## src/rtl/synth_param_loader_if.sv

```systemverilog
// rtl/synth_param_loader_if.sv - 4-wire SPI slave link between host and synth_param_loader
interface synth_param_loader_if;
  logic SCLK;
  logic CS_N;
  logic MOSI;
  logic MISO;

  modport master (output SCLK, output CS_N, output MOSI, input MISO);
  modport slave  (input SCLK, input CS_N, input MOSI, output MISO);
endinterface

```

## src/rtl/synth_param_loader.sv

```systemverilog
// rtl/synth_param_loader.sv - SPI-loaded shadow parameter set with atomic apply to the synthesizer
module synth_param_loader #(
  parameter int SYS_FREQ_RATIO = 4
) (
  input  logic                 CLK,
  input  logic                 RESET,
  synth_param_loader_if.slave  spi,
  output logic                 SIGN_START_GEN,
  output logic [1:0]           SIGNAL_TYPE,
  output logic [31:0]          F_CARRIER,
  output logic [9:0]           T_IMPULSE,
  output logic                 VOBULATION,
  output logic [12:0]          T_PERIOD_1,
  output logic [12:0]          T_PERIOD_2,
  output logic [12:0]          T_PERIOD_3,
  output logic [12:0]          T_PERIOD_4,
  output logic [12:0]          T_PERIOD_5,
  output logic [12:0]          T_PERIOD_6,
  output logic [12:0]          T_PERIOD_7,
  output logic [12:0]          T_PERIOD_8,
  output logic [12:0]          T_PERIOD_9,
  output logic [12:0]          T_PERIOD_10,
  output logic [4:0]           NUM_OF_IMP,
  output logic [21:0]          DEVIATION,
  output logic                 ERR
);

  if (SYS_FREQ_RATIO < 4) begin : g_ratio_check
    $error("synth_param_loader: SYS_FREQ_RATIO must be at least 4");
  end

  localparam logic [1:0] S_IDLE   = 2'd0;
  localparam logic [1:0] S_SHIFT  = 2'd1;
  localparam logic [1:0] S_COMMIT = 2'd2;

  logic [1:0]  r_sclk_s, r_cs_s, r_mosi_s;
  logic        r_sclk_d, r_cs_d;
  logic [1:0]  r_state;
  logic [5:0]  r_cnt;
  logic [39:0] r_shift;
  logic [31:0] r_rd_data;
  logic        r_miso;

  logic [31:0] r_sh_fc, r_act_fc;
  logic [9:0]  r_sh_timp, r_act_timp;
  logic [1:0]  r_sh_type, r_act_type;
  logic        r_sh_vob, r_act_vob;
  logic [4:0]  r_sh_num, r_act_num;
  logic [21:0] r_sh_dev, r_act_dev;
  logic [12:0] r_sh_period [10];
  logic [12:0] r_act_period [10];
  logic        r_ssg, r_err;

  logic        w_sclk_rise, w_sclk_fall, w_cs_fall, w_cs_rise;
  logic [5:0]  w_cnt_next;
  logic [39:0] w_shift_next;
  logic [6:0]  w_rd_addr;
  logic [31:0] w_rd_val;
  logic        w_wr;
  logic [6:0]  w_addr;
  logic [31:0] w_data;
  logic        w_valid;

  assign w_sclk_rise = r_sclk_s[1] & ~r_sclk_d;
  assign w_sclk_fall = ~r_sclk_s[1] & r_sclk_d;
  assign w_cs_fall   = ~r_cs_s[1] & r_cs_d;
  assign w_cs_rise   = r_cs_s[1] & ~r_cs_d;

  // The SCLK edge of this cycle is folded in before the frame-end check.
  always_comb begin
    w_cnt_next   = r_cnt;
    w_shift_next = r_shift;
    if (w_sclk_rise) begin
      w_shift_next = {r_shift[38:0], r_mosi_s[1]};
      if (r_cnt != 6'd41) w_cnt_next = r_cnt + 6'd1;
    end
  end

  assign w_rd_addr = {r_shift[5:0], r_mosi_s[1]};

  always_comb begin
    w_rd_val = '0;
    case (w_rd_addr)
      7'h00:   w_rd_val = r_sh_fc;
      7'h01:   w_rd_val = {22'd0, r_sh_timp};
      7'h02:   w_rd_val = {23'd0, r_sh_vob, 6'd0, r_sh_type};
      7'h03:   w_rd_val = {27'd0, r_sh_num};
      7'h04:   w_rd_val = {10'd0, r_sh_dev};
      7'h10:   w_rd_val = {30'd0, r_err, r_ssg};
      default: w_rd_val = '0;
    endcase
    for (int k = 0; k < 10; k++) begin
      if (w_rd_addr == 7'(k + 5)) w_rd_val = {19'd0, r_sh_period[k]};
    end
  end

  assign w_wr    = r_shift[39];
  assign w_addr  = r_shift[38:32];
  assign w_data  = r_shift[31:0];
  assign w_valid = (r_sh_timp != '0) && (r_sh_type != '0) && (r_sh_num != '0);

  // Sync flops reset low so a CS_N already low at release is not taken as a frame start.
  always_ff @(posedge CLK or negedge RESET) begin
    if (!RESET) begin
      r_sclk_s   <= '0;
      r_cs_s     <= '0;
      r_mosi_s   <= '0;
      r_sclk_d   <= 1'b0;
      r_cs_d     <= 1'b0;
      r_state    <= S_IDLE;
      r_cnt      <= '0;
      r_shift    <= '0;
      r_rd_data  <= '0;
      r_miso     <= 1'b0;
      r_sh_fc    <= '0;
      r_sh_timp  <= '0;
      r_sh_type  <= '0;
      r_sh_vob   <= 1'b0;
      r_sh_num   <= '0;
      r_sh_dev   <= '0;
      r_act_fc   <= '0;
      r_act_timp <= '0;
      r_act_type <= '0;
      r_act_vob  <= 1'b0;
      r_act_num  <= '0;
      r_act_dev  <= '0;
      for (int k = 0; k < 10; k++) begin
        r_sh_period[k]  <= '0;
        r_act_period[k] <= '0;
      end
      r_ssg      <= 1'b0;
      r_err      <= 1'b0;
    end else begin
      r_sclk_s <= {r_sclk_s[0], spi.SCLK};
      r_cs_s   <= {r_cs_s[0], spi.CS_N};
      r_mosi_s <= {r_mosi_s[0], spi.MOSI};
      r_sclk_d <= r_sclk_s[1];
      r_cs_d   <= r_cs_s[1];

      case (r_state)
        S_IDLE: begin
          if (w_cs_fall) begin
            r_state <= S_SHIFT;
            r_cnt   <= '0;
            r_miso  <= 1'b0;
          end
        end
        S_SHIFT: begin
          r_cnt   <= w_cnt_next;
          r_shift <= w_shift_next;
          if (w_sclk_rise && r_cnt == 6'd7) r_rd_data <= w_rd_val;
          if (w_sclk_fall) begin
            if (r_cnt >= 6'd8 && r_cnt < 6'd40) begin
              r_miso    <= r_rd_data[31];
              r_rd_data <= {r_rd_data[30:0], 1'b0};
            end else begin
              r_miso <= 1'b0;
            end
          end
          if (w_cs_rise) begin
            r_miso  <= 1'b0;
            r_state <= (w_cnt_next == 6'd40) ? S_COMMIT : S_IDLE;
          end
        end
        S_COMMIT: begin
          r_state <= S_IDLE;
          if (w_wr) begin
            case (w_addr)
              7'h00: r_sh_fc   <= w_data;
              7'h01: r_sh_timp <= w_data[9:0];
              7'h02: begin
                r_sh_type <= w_data[1:0];
                r_sh_vob  <= w_data[8];
              end
              7'h03: r_sh_num  <= w_data[4:0];
              7'h04: r_sh_dev  <= w_data[21:0];
              7'h0F: begin
                if (w_data[2]) r_err <= 1'b0;
                if (w_data[1]) begin
                  r_ssg <= 1'b0;
                end else if (w_data[0]) begin
                  if (w_valid) begin
                    r_act_fc   <= r_sh_fc;
                    r_act_timp <= r_sh_timp;
                    r_act_type <= r_sh_type;
                    r_act_vob  <= r_sh_vob;
                    r_act_num  <= r_sh_num;
                    r_act_dev  <= r_sh_dev;
                    r_act_period <= r_sh_period;
                    r_ssg      <= 1'b1;
                  end else begin
                    r_err <= 1'b1;
                  end
                end
              end
              default: ;
            endcase
            for (int k = 0; k < 10; k++) begin
              if (w_addr == 7'(k + 5)) r_sh_period[k] <= w_data[12:0];
            end
          end
        end
        default: r_state <= S_IDLE;
      endcase
    end
  end

  assign spi.MISO       = r_miso & ~spi.CS_N;
  assign SIGN_START_GEN = r_ssg;
  assign ERR            = r_err;
  assign SIGNAL_TYPE    = r_act_type;
  assign F_CARRIER      = r_act_fc;
  assign T_IMPULSE      = r_act_timp;
  assign VOBULATION     = r_act_vob;
  assign NUM_OF_IMP     = r_act_num;
  assign DEVIATION      = r_act_dev;
  assign T_PERIOD_1     = r_act_period[0];
  assign T_PERIOD_2     = r_act_period[1];
  assign T_PERIOD_3     = r_act_period[2];
  assign T_PERIOD_4     = r_act_period[3];
  assign T_PERIOD_5     = r_act_period[4];
  assign T_PERIOD_6     = r_act_period[5];
  assign T_PERIOD_7     = r_act_period[6];
  assign T_PERIOD_8     = r_act_period[7];
  assign T_PERIOD_9     = r_act_period[8];
  assign T_PERIOD_10    = r_act_period[9];

endmodule
```

## src/flat_wrapper.sv

```systemverilog
// flat-port wrapper written by rule: the top's interface ports become plain ports
module synth_param_loader_flat 
#(
  parameter int SYS_FREQ_RATIO = 4
)
  (CLK, RESET, SIGN_START_GEN, SIGNAL_TYPE, F_CARRIER, T_IMPULSE, VOBULATION, T_PERIOD_1, T_PERIOD_2, T_PERIOD_3, T_PERIOD_4, T_PERIOD_5, T_PERIOD_6, T_PERIOD_7, T_PERIOD_8, T_PERIOD_9, T_PERIOD_10, NUM_OF_IMP, DEVIATION, ERR, spi_SCLK, spi_CS_N, spi_MOSI, spi_MISO);
  synth_param_loader_if spi_i ();
  input  logic CLK;
  input  logic RESET;
  output logic SIGN_START_GEN;
  output logic [1:0] SIGNAL_TYPE;
  output logic [31:0] F_CARRIER;
  output logic [9:0] T_IMPULSE;
  output logic VOBULATION;
  output logic [12:0] T_PERIOD_1;
  output logic [12:0] T_PERIOD_2;
  output logic [12:0] T_PERIOD_3;
  output logic [12:0] T_PERIOD_4;
  output logic [12:0] T_PERIOD_5;
  output logic [12:0] T_PERIOD_6;
  output logic [12:0] T_PERIOD_7;
  output logic [12:0] T_PERIOD_8;
  output logic [12:0] T_PERIOD_9;
  output logic [12:0] T_PERIOD_10;
  output logic [4:0] NUM_OF_IMP;
  output logic [21:0] DEVIATION;
  output logic ERR;
  input wire logic [$bits(spi_i.SCLK)-1:0] spi_SCLK;
  input wire logic [$bits(spi_i.CS_N)-1:0] spi_CS_N;
  input wire logic [$bits(spi_i.MOSI)-1:0] spi_MOSI;
  output wire logic [$bits(spi_i.MISO)-1:0] spi_MISO;
  assign spi_i.SCLK = spi_SCLK;
  assign spi_i.CS_N = spi_CS_N;
  assign spi_i.MOSI = spi_MOSI;
  assign spi_MISO = spi_i.MISO;
  synth_param_loader #(.SYS_FREQ_RATIO(SYS_FREQ_RATIO)) u_core (.CLK(CLK), .RESET(RESET), .spi(spi_i), .SIGN_START_GEN(SIGN_START_GEN), .SIGNAL_TYPE(SIGNAL_TYPE), .F_CARRIER(F_CARRIER), .T_IMPULSE(T_IMPULSE), .VOBULATION(VOBULATION), .T_PERIOD_1(T_PERIOD_1), .T_PERIOD_2(T_PERIOD_2), .T_PERIOD_3(T_PERIOD_3), .T_PERIOD_4(T_PERIOD_4), .T_PERIOD_5(T_PERIOD_5), .T_PERIOD_6(T_PERIOD_6), .T_PERIOD_7(T_PERIOD_7), .T_PERIOD_8(T_PERIOD_8), .T_PERIOD_9(T_PERIOD_9), .T_PERIOD_10(T_PERIOD_10), .NUM_OF_IMP(NUM_OF_IMP), .DEVIATION(DEVIATION), .ERR(ERR));
endmodule
```

## config.mk

```make
export PLATFORM = sky130hd
export DESIGN_NAME = synth_param_loader_flat
export DESIGN_NICKNAME = d
export VERILOG_FILES = /design/src/rtl/synth_param_loader_if.sv /design/src/rtl/synth_param_loader.sv /design/src/flat_wrapper.sv
export SDC_FILE = /design/constraint.sdc
export NUM_CORES = 1
export LEC_CHECK = 0
export ABC_AREA = 1
export CAP_MARGIN = 0
export CORE_UTILIZATION = 40
export DETAILED_ROUTE_END_ITERATION = 12
export GPL_ROUTABILITY_DRIVEN = 0
export PLACE_DENSITY = 0.62
export SLEW_MARGIN = 20
export SYNTH_ARGS = -nofsm -noshare
export SYNTH_HDL_FRONTEND = slang
export SYNTH_SLANG_ARGS = --single-unit
```

## constraint.sdc

```tcl
create_clock -name CLK -period 5.25 [get_ports CLK]
set_input_delay 1.05 -clock CLK [delete_from_list [all_inputs] [get_ports CLK]]
set_output_delay 1.05 -clock CLK [all_outputs]
set_load 0.01 [all_outputs]
```

Word level (Yosys, flattened, before mapping)
Index checks and enable logic that the tools add are counted.
{"block": "word_totals", "output_inout_bits": 205, "regBits": 495, "wordCells": 165}
{"block": "classes", "n_eq_ne": 38, "magnitude_cmp": 2, "n_reduce_logical": 35, "muxes": 34, "n_bitwise": 11, "addsub": 1}
{"op": "32-bit two-way mux", "n": 13}
{"op": "32-bit one-hot mux with 6 select lines", "n": 1}
{"op": "7-bit by 4-bit equality test with 1-bit output (second input constant)", "n": 15}
{"op": "7-bit by 3-bit equality test with 1-bit output (second input constant)", "n": 8}
{"op": "3-bit AND reduction", "n": 17}
{"op": "7-bit by 2-bit equality test with 1-bit output (second input constant)", "n": 4}
{"op": "6-bit two-way mux", "n": 3}
{"op": "7-bit by 1-bit equality test with 1-bit output (second input constant)", "n": 2}
{"op": "7-bit zero test", "n": 2}
{"op": "6-bit one-hot mux with 2 select lines", "n": 1}
{"op": "1-bit two-way mux", "n": 11}
{"op": "10-bit nonzero test", "n": 1}
{"op": "2-bit nonzero test", "n": 4}
{"op": "7-bit by 5-bit equality test with 1-bit output (second input constant)", "n": 1}
{"op": "6-bit by 1-bit adder with 6-bit output (second input constant)", "n": 1}
{"op": "6-bit by 3-bit equality test with 1-bit output (second input constant)", "n": 1}
{"op": "6-bit equality test (second input constant)", "n": 1}
{"op": "6-bit by 4-bit greater-or-equal comparator with 1-bit output (second input constant)", "n": 1}
{"op": "6-bit < comparator (second input constant)", "n": 1}
{"op": "2-bit two-way mux", "n": 3}
{"op": "6-bit inequality test (second input constant)", "n": 1}
{"op": "1-bit NOT", "n": 6}
{"op": "2-bit AND reduction", "n": 3}
{"op": "6-bit AND reduction", "n": 1}
{"op": "11 further kinds", "n": 19}

Logic depth before layout (Yosys ltp)
Gate-level depths: netlist (run 1).
{"block": "depth", "depth_word": 15, "mapped_depth": 19, "ltp_nobuf": 17}

Worst setup path after synthesis (run 1)
No wires, ideal clock.
{"block": "synth_timing", "path_kind": "input -> output", "from": "input port spi_CS_N", "to": "output port spi_MISO", "arrival_time_ps": 1219, "setup_slack_ps": 2981, "cell_stages": 1, "cell_sequence": "nor2_1"}
{"block": "synth_via", "elab_chain_len": 2}
{"item": "from (decl)", "line": "flat_wrapper.sv:29", "rtl": "input wire logic [$bits(spi_i.CS_N)-1:0] spi_CS_N;"}
{"item": "1-bit NOT", "line": "synth_param_loader.sv:208", "rtl": "assign spi.MISO = r_miso & ~spi.CS_N;"}
{"item": "1-bit bitwise AND", "line": "synth_param_loader.sv:208"}
{"item": "to (decl)", "line": "flat_wrapper.sv:31", "rtl": "output wire logic [$bits(spi_i.MISO)-1:0] spi_MISO;"}
Every way passes these cells.

Worst setup path in the final report (run 1)
{"block": "layout_timing", "from": "register u_core.r_shift[4]", "to": "register u_core.r_rd_data[26]"}
{"block": "layout_via", "elab_chain_len": 15, "word_cells_on_any_way": 30}
{"item": "from (decl)", "line": "synth_param_loader.sv:40", "rtl": "logic [39:0] r_shift;"}
{"item": "from (signal assigned)", "line": "synth_param_loader.sv:150", "rtl": "r_shift <= w_shift_next;"}
{"item": "7-bit by 5-bit equality test with 1-bit output, or another cell as far along", "line": "synth_param_loader.sv:83", "rtl": "case (w_rd_addr)"}
{"item": "32-bit one-hot mux with 6 select lines", "line": "synth_param_loader.sv:83"}
{"item": "32-bit two-way mux (9 in series)", "line": "synth_param_loader.sv:93", "rtl": "if (w_rd_addr == 7'(k + 5)) w_rd_val = {19'd0, r_sh_period[k]};"}
{"item": "32-bit two-way mux *", "line": "synth_param_loader.sv:93"}
{"item": "32-bit two-way mux *", "line": "synth_param_loader.sv:151", "rtl": "if (w_sclk_rise && r_cnt == 6'd7) r_rd_data <= w_rd_val;"}
{"item": "32-bit two-way mux", "line": "synth_param_loader.sv:153", "rtl": "if (r_cnt >= 6'd8 && r_cnt < 6'd40) begin"}
{"item": "32-bit two-way mux *", "line": "synth_param_loader.sv:152", "rtl": "if (w_sclk_fall) begin"}
{"item": "to (signal assigned)", "line": "synth_param_loader.sv:151"}
{"item": "to (signal assigned)", "line": "synth_param_loader.sv:155", "rtl": "r_rd_data <= {r_rd_data[30:0], 1'b0};"}
{"item": "to (decl)", "line": "synth_param_loader.sv:41", "rtl": "logic [31:0] r_rd_data;"}
Every way passes the cells marked *; elsewhere a longest branch is shown, timed or not.
A chain may end at the register's enable or synchronous reset.

==> impl_metrics.ini, run 1 <==
[clock_network]
htreeDepth = 2
cts-resized-gates = 0
root_buffer = clkbuf_16
clock_path_buffers = 3
cts_tree = yes
clk_latency_ns = 0.61
cts.reportedPaths.clkPinSlew_ns = 0.06
cts_buffers = 53
cts_sinks = 495
postCtsHoldBufs = 0
post_cts_buffers = 0

[worst_setup_path]
cp-startpoint = u_core.r_shift[4]
cp-endpoint = u_core.r_rd_data[26]
crit_type = flip-flop to flip-flop
cp-start-kind = flip-flop
r2r_slack_ns = 1.68
r2r_cells = 12
rr_endpoint = u_core.r_rd_data[26]
critPathCaptureType = flip-flop
critPathMaxFanout = 15
crit_arrival_ns = 4.04
required_ns = 5.72
reg2reg_from = u_core.r_shift[4]

[logic_synthesis]
synth_area_um2 = 20830
avgSynthCellArea_um2 = 8.996
synth_area_leaders = dfrtp_1 (59%), nand2_1 (9.5%), inv_1 (5.9%)
synthDistinctLibCells = 41
ys_ff_latch = 495
synth_nets = 2323
synth.top_cell.area_share_pct = 59.46
yosysWarnings = 0
yosysSeqAreaShare_pct = 59.46
synth_cells = 2316
synth_top_area_cell = dfrtp_1

[final_layout]
diodes = 0
nNetsFinal = 2499
seq_area_um2 = 12390
multiInputGateArea_um2 = 6695
finalNonFillerCells = 3215
areaGrowthSynthToFinish_pct = 21.65
final_util_pct = 49.30
drive_gt1_share_pct = 5.720
fillers = 4738

[grt]
antenna_found_initial = 0
grt_start_max_net_pins = 112
grt_first_pass_wirelength_mm = 96.46
overflow = 0
grt_pass1_vias = 16220
groute.usage.overall_pct = 23.64

[route]
via_per_inst = 5.172
post_drt_wl_per_cell_um = 19.23
ant_nets = 0
vias = 16630
routed_wl_mm = 61.83
drt-initial-drc-count = 1853
drtPass1Iterations = 6
route.detailed.drc = 0

[run]
maxCapViolations = 0

[place]
dpl.hpwl_mm = 43.08
portBuffers = 209
dp_cells = 3117
dp_slack_ns = 1.758

[sta]
fin_ws_ns = 1.678
slew_headroom_pct = 31.40
grt_setup_unrepaired = false
timing_hold_violations_final = 0
clock_skew_ns = 0.02377
setup_viol = 0
fin_crit_ns = 3.572
slew_violations = 0
layout_worst_path_cycle_share_pct = 68.05
holdWs_ns = 0.3644
max_freq_ghz = 0.2799
setup_tns_ns = 0
max_slew.worst_pin.slew_ns = 1.025

[pwr]
ir_drop_mv = 0.2364
switching_share_pct = 27.45
seqPwrFrac_pct = 46.1
power_density_nw_per_um2 = 347.2
p_comb_share_pct = 10.7
p_int_w = 0.006384
p_sw_w = 0.002415
leakagePower_nw = 11.65
clkPwrFrac_pct = 43.2

[die]
die_w_um = 230.2
dieArea_um2 = 53000
fp.dieH_um = 230.2
core_um2 = 51410
initial_core_util_pct = 40.53
num_rows = 83
io-pin-count = 210

[worst_hold_path]
min_path_type = flip-flop to flip-flop

[status]
outcome = finished, final reports clean
==> cells by family after synthesis <==
family	count (synthesis)	share of synthesized area, %
buf+inv	451	8.564
compound gates	565	14.56
xor+xnor	3	0.1261
simple gates	746	14.26
flops	495	59.46
fa+ha+maj	2	0.1201
mux	54	2.919
==> metal layers <==
metal  routed length (um)  GRT usage (%)
met5                    0              0
met4                 2147          9.044
met3                 4755          4.923
met2                28540          36.86
met1                26390          32.33
==> registers in the layout, indices dropped and copies added, names as in the netlist, 5 cells and up <==
signal and count:
u_core.T_PERIOD_1 13, u_core.r_cnt 6, u_core.NUM_OF_IMP 5, u_core.DEVIATION 22, u_core.r_sh_period 130, u_core.r_sh_fc 32, u_core.r_sh_num 5, u_core.r_sh_timp 10
u_core.T_PERIOD_3 13, u_core.T_PERIOD_9 13, u_core.r_shift 40, u_core.T_IMPULSE 10, u_core.r_sh_dev 22, u_core.T_PERIOD_5 13, u_core.T_PERIOD_2 13, u_core.r_rd_data 32
u_core.T_PERIOD_10 13, u_core.T_PERIOD_6 13, u_core.T_PERIOD_7 13, u_core.T_PERIOD_8 13, u_core.T_PERIOD_4 13, u_core.F_CARRIER 32
==> power groups by stage <==
stage | combinational (W) | sequential [W] | clock (W)
2_1_floorplan | 0.000572 | 0.00404 | 0
3_5_place_dp | 0.000923 | 0.00412 | 0
4_1_cts | 0.000925 | 0.00405 | 0.00387
6_report | 0.000942 | 0.00406 | 0.00380
3_3_place_gp | 0.000895 | 0.00411 | 0
5_1_grt | 0.00102 | 0.00406 | 0.00402
==> through the flow <==
step	total power, W	area, um2
3_5_place_dp	0.005039	23550
3_3_place_gp	0.005007	23550
4_1_cts	0.008846	25340
6_report	0.008800	25340
2_1_floorplan	0.004617	20830
5_1_grt	0.009112	25340
==> layout by cell type, fill, tap and decap left out, types with 3 or more instances in the layout <==
cell               n
nand2_1          524
dfrtp_1          495
inv_1            326
o21ai_0          224
clkdlybuf4s50_1  208
o21ai_1          163
nor2_1           132
a21oi_1           92
clkbuf_16         53
mux2_1            51
nand3_1           41
o211ai_1          30
o22ai_1           23
buf_4             22
nor3_1            13
clkbuf_8          13
nand4_1           12
clkinv_2          12
o221ai_1          10
clkbuf_1          10
nor2_2             9
a221oi_1           8
a31oi_1            7
inv_2              6
buf_12             5
nor4_1             4
bufinv_16          4
nand2_2            3
clkinv_1           3
xor2_1             3
a211oi_1           3
mux2_2             3
==> critical path, cell delays in order (launching register included) <==
cell and delay [ns]:
dfrtp_1 0.48, inv_1 0.38, nand2_1 0.12, nor2_2 0.44
nand3_1 0.29, nor2_2 0.62, inv_1 0.18, nand2_2 0.23
nor2_4 0.11, nand2_4 0.18, o221ai_1 0.14, o211ai_1 0.14
o21ai_0 0.12
==> worst min path at each step <==
| stage | startpoint | endpoint | slack (ns) | depth (start not counted) |
|---|---|---|---|---|
| after floorplan | u_core.r_cs_s[0] | u_core.r_cs_s[1] | 0.33 | 0 |
| after global placement | u_core.r_sclk_s[0] | u_core.r_sclk_s[1] | 0.36 | 0 |
| after detailed placement | u_core.r_cs_s[0] | u_core.r_cs_s[1] | 0.35 | 0 |
| after CTS | u_core.r_sclk_s[0] | u_core.r_sclk_s[1] | 0.37 | 0 |
| after global routing | u_core.r_sclk_s[0] | u_core.r_sclk_s[1] | 0.37 | 0 |
| final | u_core.r_sclk_s[0] | u_core.r_sclk_s[1] | 0.36 | 0 |
==> cells in the mapped netlist (all sizes together) <==
| master | instances |
|---|---|
| a211oi | 3 |
| a21oi | 92 |
| a221oi | 8 |
| a31oi | 7 |
| a41oi | 1 |
| buf | 50 |
| clkbuf | 65 |
| clkinv | 3 |
| dfrtp | 495 |
| ha | 2 |
| inv | 333 |
| mux2 | 54 |
| nand2 | 529 |
| nand3 | 42 |
| nand3b | 1 |
| nand4 | 12 |
| nor2 | 142 |
| nor3 | 16 |
| nor4 | 4 |
| o2111ai | 2 |
| o211ai | 30 |
| o21ai | 387 |
| o221ai | 10 |
| o22ai | 23 |
| o31ai | 1 |
| o41ai | 1 |
| xor2 | 3 |
==> area by class of cell <==
class | instances | share of cell area [%]
clock buffers | 76 | 6.087
multi-input cells | 1370 | 26.42
well taps | 680 | 3.357
flip-flops and latches | 495 | 48.87
clock inverters | 22 | 0.9577
repair buffers | 236 | 9.321
inverters | 336 | 4.986
No activity file was read; power rests on OpenSTA's default activity.
==> run 2, diff against run 1 <==
--- a/config.mk
+++ b/config.mk
@@ -10,7 +10,7 @@
 export CORE_UTILIZATION = 40
 export DETAILED_ROUTE_END_ITERATION = 12
 export GPL_ROUTABILITY_DRIVEN = 0
-export PLACE_DENSITY = 0.62
+export PLACE_DENSITY = 0.65
 export SLEW_MARGIN = 20
 export SYNTH_ARGS = -nofsm -noshare
 export SYNTH_HDL_FRONTEND = slang
==> constraint.sdc (replaced) <==
create_clock -name CLK -period 3.1 [get_ports CLK]
set_input_delay 0.62 -clock CLK [delete_from_list [all_inputs] [get_ports CLK]]
set_output_delay 0.62 -clock CLK [all_outputs]
set_load 0.01 [all_outputs]
==> impl_metrics.ini, run 2 (synthesis results as in run 1) <==
[status]
outcome = finished, final reports clean

[final_layout]
reg_top3 = u_core.r_sh_period: 130 flops, u_core.r_shift: 40 flops
seq_area_um2 = 12390
multiInputGateArea_um2 = 6685
largest_reg_flops = 130
largest-register = u_core.r_sh_period
drive_gt1_share_pct = 6.609
nNetsFinal = 2528
areaGrowthSynthToFinish_pct = 22.64
fillers = 4691
layout_commonest_cell = nand2_1
diodes = 0
final_cell_mix = nand2_1 (524), dfrtp_1 (495), inv_1 (326), o21ai_0 (224), clkdlybuf4s50_1 (208)
final_util_pct = 49.70

[clock_network]
post_cts_buffers = 0
cts-resized-gates = 0
root_buffer = clkbuf_16
postCtsHoldBufs = 1
clock_path_buffers = 3
clk_latency_ns = 0.60
cts_buffers = 50
cts.reportedPaths.clkPinSlew_ns = 0.07
htreeDepth = 2
cts_tree = yes
cts_sinks = 495

[worst_setup_path]
critPathCaptureType = flip-flop
critPathMaxFanout = 10
required_ns = 3.57
crit_type = flip-flop to flip-flop
crit_arrival_ns = 3.15
r2r_slack_ns = 0.42
cp-start-kind = flip-flop

[pwr]
leakagePower_nw = 11.76
power_density_nw_per_um2 = 583.0
p_comb_share_pct = 11.7
seqPwrFrac_pct = 46.0
p_sw_w = 0.004085
switching_share_pct = 27.42
power_w = 0.01490
clkPwrFrac_pct = 42.3
ir_drop_mv = 0.4458
p_int_w = 0.01081

[sta]
grt_setup_unrepaired = false
timing_hold_violations_final = 0
slew_violations = 0
layout_worst_path_cycle_share_pct = 86.40
max_slew.worst_pin.slew_ns = 0.9379
max_freq_ghz = 0.3733
clock_skew_ns = 0.02215
fin_crit_ns = 2.678
setup_tns_ns = 0
slew_headroom_pct = 37.32
setup_viol = 0

[place]
dpl.hpwl_mm = 43.15
portBuffers = 209

[route]
ant_nets = 0
drt-initial-drc-count = 1621
routed_wl_mm = 61.17
post_drt_wl_per_cell_um = 18.90
vias = 16890
route.detailed.drc = 0
drtPass1Iterations = 6
via_per_inst = 5.216

[grt]
grt_first_pass_wirelength_mm = 95.21
grt_start_max_net_pins = 123
antenna_found_initial = 1
groute.usage.overall_pct = 23.25
grt_pass1_vias = 16310
overflow = 0

[die]
initial_core_util_pct = 40.53
num_rows = 83
dieArea_um2 = 53000
die_w_um = 230.2
fp.dieH_um = 230.2
io-pin-count = 210
core_um2 = 51410

[worst_hold_path]
min_path_type = flip-flop to flip-flop

[run]
maxCapViolations = 0
[run 2: path summary, 6_finish.rpt]
check / depth (start not counted) / start / endpoint
setup / recovery: 16 / u_core.r_shift[4] / u_core.r_rd_data[5]
hold / removal: 0 / u_core.r_sclk_s[0] / u_core.r_sclk_s[1]
setup reg to reg: 16 / u_core.r_shift[4] / u_core.r_rd_data[5]
hold reg to reg: 0 / u_core.r_sclk_s[0] / u_core.r_sclk_s[1]
max in group asynchronous: 3 / RESET / u_core.T_PERIOD_7[3]
min in group asynchronous: 2 / RESET / u_core.F_CARRIER[23]
[run 2: power groups by stage]
stage	Combinational (W)	Sequential, W	Clock [W]
5_1_grt	0.00188	0.00687	0.00666
2_1_floorplan	0.000969	0.00685	0
3_5_place_dp	0.00170	0.00697	0
6_report	0.00174	0.00686	0.00630
4_1_cts	0.00171	0.00685	0.00641
3_3_place_gp	0.00166	0.00695	0
[run 2: critical path, cell delays in order (launching register included)]
cell     delay (ns)
dfrtp_1        0.50
inv_1          0.10
nand2_1        0.09
nor2_2         0.06
buf_4          0.18
nand2_2        0.18
nor2_1         0.07
nor3_1         0.36
nand4_1        0.33
nand2_1        0.16
nand3_1        0.11
nand2_1        0.11
nand3_1        0.09
nand2_1        0.07
nand2_1        0.05
nand2_1        0.05
nand2_1        0.04
[run 2: final cells by class]
cell class                 count  area share, %
sequential                   495          48.48
multi-input combinational   1370          26.17
timing repair buffer         268          10.39
clock buffer                  65          5.642
inverter                     336          4.946
tap                          680          3.330
clock inverter                23          1.043
[run 2: through the flow]
step,cells,hold slack (ns),area (um2),worst slack (ns)
finish,3237,0.3626,25550,0.4215
global route,3237,0.3814,25550,0.2922
CTS,3237,0.3724,25550,0.5035
detailed placement,3148,0.3426,23830,0.5238
global placement,3148,0.3465,23830,0.5381
floorplan,2316,0.3244,20830,1.142
[run 2: per-layer routing]
layer | track usage [%] | share of wire, % | up-vias
li1 | - | - | 7870
met1 | 32.48 | 43 | 8205
met2 | 36.49 | 46 | 673
met3 | 3.745 | 7.4 | 137
met4 | 8.464 | 3.7 | 0
met5 | 0 | 0 | -
